`config.mk`:
```
export PLATFORM = sky130hd
export DESIGN_NAME = tensor_streamer
export DESIGN_NICKNAME = d
export VERILOG_FILES = /design/src/rtl/tensor_streamer.sv
export SDC_FILE = /design/constraint.sdc
export NUM_CORES = 1
export LEC_CHECK = 0
export ABC_AREA = 1
export CORE_UTILIZATION = 27
export CTS_BUF_LIST = sky130_fd_sc_hd__clkbuf_4 sky130_fd_sc_hd__clkbuf_8
export DETAILED_ROUTE_END_ITERATION = 6
export GPL_TIMING_DRIVEN = 0
export PLACE_DENSITY = 0.52
export SLEW_MARGIN = 30
export SYNTH_ARGS = -nofsm -noshare
export SYNTH_HDL_FRONTEND = slang
export SYNTH_SLANG_ARGS = --single-unit
```
`constraint.sdc`:
```
create_clock -name clk -period 1.8 [get_ports clk]
set_input_delay 0.45 -clock clk [delete_from_list [all_inputs] [get_ports clk]]
set_output_delay 0.45 -clock clk [all_outputs]
set_load 0.005 [all_outputs]
```
`src/rtl/tensor_streamer.sv`:
```
// Captures a whole flat tensor on start and replays it, one element per valid/ready handshake.
// Latency: first element valid the cycle after start; done pulses the cycle after the last handshake.
module tensor_streamer #(
    parameter int BATCH_SIZE = 1,
    parameter int CHANNELS   = 1,
    parameter int HEIGHT     = 4,
    parameter int WIDTH      = 4,
    parameter int DATA_WIDTH = 32,
    localparam int TOTAL     = BATCH_SIZE * CHANNELS * HEIGHT * WIDTH,
    localparam int IDX_W     = (TOTAL > 1) ? $clog2(TOTAL) : 1
) (
    input  logic                        clk,
    input  logic                        rst,
    input  logic                        start,
    input  logic [TOTAL*DATA_WIDTH-1:0] tensor_flat,
    output logic                        busy,
    output logic                        done,
    output logic                        m_valid,
    input  logic                        m_ready,
    output logic [DATA_WIDTH-1:0]       m_data,
    output logic [IDX_W-1:0]            m_index,
    output logic                        m_last
);

    typedef enum logic {
        IDLE   = 1'b0,
        STREAM = 1'b1
    } state_t;

    localparam logic [IDX_W-1:0] LAST_IDX = IDX_W'(TOTAL - 1);

    state_t                  state_q, state_d;
    logic [IDX_W-1:0]        idx_q, idx_d;
    logic                    done_q, done_d;
    logic                    load;
    logic [DATA_WIDTH-1:0]   elem_q [TOTAL];

    always_ff @(posedge clk or negedge rst) begin
        if (!rst) begin
            state_q <= IDLE;
            idx_q   <= '0;
            done_q  <= 1'b0;
        end else begin
            state_q <= state_d;
            idx_q   <= idx_d;
            done_q  <= done_d;
        end
    end

    always_comb begin
        state_d = state_q;
        idx_d   = idx_q;
        done_d  = 1'b0;
        load    = 1'b0;
        case (state_q)
            IDLE: begin
                // Also the done cycle, so a start here chains streams with a one-cycle gap.
                if (start) begin
                    state_d = STREAM;
                    idx_d   = '0;
                    load    = 1'b1;
                end
            end
            STREAM: begin
                if (m_ready) begin
                    if (idx_q == LAST_IDX) begin
                        state_d = IDLE;
                        done_d  = 1'b1;
                    end else begin
                        idx_d = idx_q + 1'b1;
                    end
                end
            end
            default: state_d = IDLE;
        endcase
    end

    // Private copy so upstream may reuse tensor_flat as soon as start is taken.
    always_ff @(posedge clk or negedge rst) begin
        if (!rst) begin
            for (int i = 0; i < TOTAL; i++) elem_q[i] <= '0;
        end else if (load) begin
            for (int i = 0; i < TOTAL; i++) elem_q[i] <= tensor_flat[i*DATA_WIDTH +: DATA_WIDTH];
        end
    end

    assign busy    = (state_q == STREAM);
    assign m_valid = (state_q == STREAM);
    assign done    = done_q;
    assign m_index = idx_q;
    assign m_data  = elem_q[idx_q];
    assign m_last  = m_valid && (idx_q == LAST_IDX);

endmodule

```
==> flow_summary.rst <==
.. list-table::
   :header-rows: 1

   * - Metric
     - Value
   * - Final instance count without filler cells
     - approximately 5300
   * - Result of the run
     - complete, but fails checks
   * - Number of nets in the synthesized netlist
     - 3813
   * - Origin of the worst setup path
     - m_index[0]
   * - Fraction of registers with async set or reset after synthesis
     - 100%
   * - Worst skew pair latency
     - 0.73 ns
   * - Setup skew after layout
     - ~0.032 ns
   * - Period utilisation layout
     - 165%
   * - Vias in the first global route
     - around 25000
   * - Vias after detailed routing
     - around 25000
   * - Top FF cell, synth
     - dfrtp_1
   * - Crit end category
     - output port
   * - Residual DRC
     - 0
   * - Antenna violations before repair
     - 6
   * - Total die area
     - 93900 sq um
   * - Height of the die
     - just over 300 um
   * - Final net count
     - between 4000 and 5000
   * - Maximum number of pins on one net before global-route repair
     - 80
   * - Maximum single-stage delay on the critical path
     - approximately 0.40 ns
   * - Global route total overflow
     - 0
   * - H-tree level count
     - 3
   * - Hold slack
     - -0.373 ns
   * - Routed wire per std cell
     - approximately 25 um
   * - Fraction of the yosys area taken by sequential cells
     - 51.8%
   * - Synth-to-Final Area Change
     - 51.8%
   * - Final-report max-slew violation count
     - 0
   * - Critical-path cell list
     - buf_12 > buf_16 > buf_12 > buf_16 > buf_12 > nand2_1 > nand3_1 > nand3_2 > nand3_1 > nand2_1 > buf_4
   * - Number of standard-cell rows in the floorplan
     - 111
   * - Number of buffers added by the clock tree synthesis step
     - about 100
   * - Time the final worst path needs with I/O delays and setup
     - between 2 and 3 ns
   * - Half-perimeter wire length after placement
     - a little over 100 mm
   * - Violations in the final reports
     - hold timing, setup timing
   * - Maximum count of clock buffers along a single path
     - 3
   * - DRT antenna net count
     - 0
   * - Cell types with the largest area share after synthesis
     - dfrtp_1, nand2_1, o21ai_0
   * - Min setup slack post-route
     - -1.17 ns
   * - Number of warning messages in the yosys log
     - 0
   * - CTS tree
     - yes
   * - CP max FO
     - 10
   * - Count of mapped cells out of synthesis
     - between 3000 and 4000
   * - Post-synthesis cell type with the largest combined area
     - dfrtp_1
   * - Average footprint of a synthesized cell
     - 7.59 sq um
   * - Relative slew margins
     - a little under half
   * - Layout Utilization
     - 41.4%
   * - Number of fill cells in the layout
     - 9430
   * - CP Data Required Time
     - roughly 1.4 ns
   * - Clk root buf
     - clkbuf_8
   * - Arrival time at the worst endpoint
     - about 2.5 ns
   * - Maximum VDD drop
     - ~0.68 mV
   * - Effective utilization at floorplan
     - a little over a quarter
   * - Total power of the final layout
     - 70.3 mW
   * - Max-cap viol count
     - 0
   * - Setup TNS
     - -36.22 ns
   * - Number of placed I/O pins
     - about 560
   * - Post-synth EDFFs
     - 0
   * - Number of sinks driven by the clock tree
     - 518
   * - Total detailed-routing wirelength
     - between 100 and 150 mm
   * - First-pass GRT wire length
     - approximately 180 mm
   * - Post-synth top area share
     - between 50% and 60%
   * - Tightest Hold Check Type
     - in -> async
   * - Drt initial violations
     - 1800
   * - Leakage
     - 17.7 nW
   * - Critical register-to-register path startpoint
     - busy
   * - Count of cell types in the netlist
     - 19
   * - Power density relative to cell area
     - between 1500 and 2000 nW/um^2
   * - Flip-flop and latch count after synthesis
     - roughly 520
   * - Number of hold-slack violations in the final timing report
     - between 60 and 70
   * - Most repeated library cell on the critical path
     - buf_12
   * - Transition time at the pin with the least slew margin
     - roughly 0.8 ns
   * - First-pass detailed-route iteration total
     - 5
   * - Routed vias/inst
     - between 4 and 5
   * - Placer's final routability congestion estimate
     - roughly 0.9
   * - Maximum clock frequency
     - roughly 340 MHz
   * - Number of input and output port buffers inserted
     - 555
   * - Startpoint type of the worst setup path
     - register
   * - Clk slew on worst S/H paths
     - roughly 0.07 ns
   * - Number of instances in the placed design
     - slightly above 5000
   * - Setup slack of the most critical reg-to-reg path
     - around 0.010 ns
   * - Layout cell share with drive strength beyond 1
     - around 20%
   * - Synth Cell Area
     - 25000 sq um
   * - Kind of critical path
     - reg -> out
   * - Tot GR Track Use
     - between 20% and 30%
   * - Capture instance of the worst register-to-register path
     - elem_q[235]
   * - Cell at the slowest stage of the critical path
     - dfrtp_1
   * - Die X
     - slightly above 300 um
   * - Final setup fails
     - 39
   * - Core region area
     - between 90000 and 100000 sq um
   * - Depth of the worst register-to-register path
     - 10
   * - Unrepaired setup endpoints after global routing
     - yes
-- final cells by class --
| type | count | area, sq um | area share (%) |
|---|---|---|---|
| flip-flops and latches | 518 | 13000 | 34.2 |
| multi-input cells | 2102 | 11100 | 29.4 |
| repair buffers | 598 | 6310 | 16.6 |
| plain buffers | 216 | 2130 | 5.60 |
| clock buffers | 162 | 2010 | 5.30 |
| inverters | 456 | 1730 | 4.56 |
| well taps | 1186 | 1480 | 3.91 |
| clock inverters | 22 | 195 | 0.514 |
| diodes | 2 | 5.00 | 0.0132 |
-- Yosys cell counts, types with 5 or more instances --
cell type	number
o21ai_1	8
buf_4	5
inv_1	451
nand3_1	385
buf_6	47
clkbuf_1	76
buf_1	11
dfrtp_1	518
nand2_1	1191
buf_2	81
o21ai_0	507
-- metal layers --
| layer | global-route usage (%) | wire length [um] | vias up |
|---|---|---|---|
| met3 | 4.82 | 9250 | 199 |
| met5 | 0 | 32 | - |
| li1 | - | - | 11670 |
| met2 | 47.1 | 64200 | 1060 |
| met4 | 9.34 | 4590 | 4 |
| met1 | 35.6 | 54800 | 12282 |
-- timing repair --
item,CTS,global route
cloned,7,3
pin swaps,100,43
endpoints found under the hold margin,62,62
setup endpoints to repair,552,290
gates resized for setup,872,180
setup buffers,17,12
-- placed cells by master, fill, tap and decap left out, types with 37 or more instances in the layout --
cell,instances
nand2_1,1081
dfrtp_1,514
clkdlybuf4s50_1,514
o21ai_0,459
inv_1,449
nand3_1,192
nand3_2,142
clkbuf_8,130
buf_6,88
nand2_2,74
clkbuf_2,54
nand3_4,51
clkbuf_4,50
buf_4,41
nand2_4,37
-- how the worst max path moves through the flow --
stage	slack [ns]	to	cells past startpoint
after global placement	-25.04	elem_q[494]	1
after detailed placement	-1.54	m_data[30]	8
final	-1.17	m_data[26]	11
after global routing	-1.23	m_data[26]	11
after CTS	-1.25	m_data[27]	11
after floorplan	0.1	m_data[11]	9
-- power breakdown --
| part | internal [mW] | leakage, nW | switching, mW |
|---|---|---|---|
| Combinational | 13.8 | 10.4 | 24.3 |
| Clock | 7.37 | 1.18 | 5.58 |
| Sequential | 17.5 | 6.11 | 1.83 |
| Total | 38.7 | 17.7 | 31.7 |
-- kinds of logic (layout without fill, tap and decap cells) --
family | after synthesis | in the layout | share of synthesized area (%)
compound gates | 518 | 518 | 10.4
simple gates | 1582 | 1582 | 25.7
fa+ha+maj | 1 | 1 | 0.0500
buf+inv | 676 | 1454 | 12.0
flops | 518 | 518 | 51.8
other cells | 0 | 2 | 0
xor+xnor | 1 | 1 | 0.0350
-- flip-flops by register name, indices dropped and copies added, names as in the netlist --
register / count
done: 1
busy: 1
m_index: 4
elem_q: 512
-- critical path, delay by kind of cell (launching register included) --
kind,cells,cell delay (ns)
buf+inv,6,0.90
flops,1,0.40
simple gates,5,0.50
-- metrics by stage --
stage / setup WS, ns / instance area, sq um
floorplan: 0.0983 / 25000
global placement: -25.04 / 32100
detailed placement: -1.54 / 32200
CTS: -1.25 / 37200
global route: -1.23 / 38000
finish: -1.17 / 38000
Power figures use the tool's default switching activity.
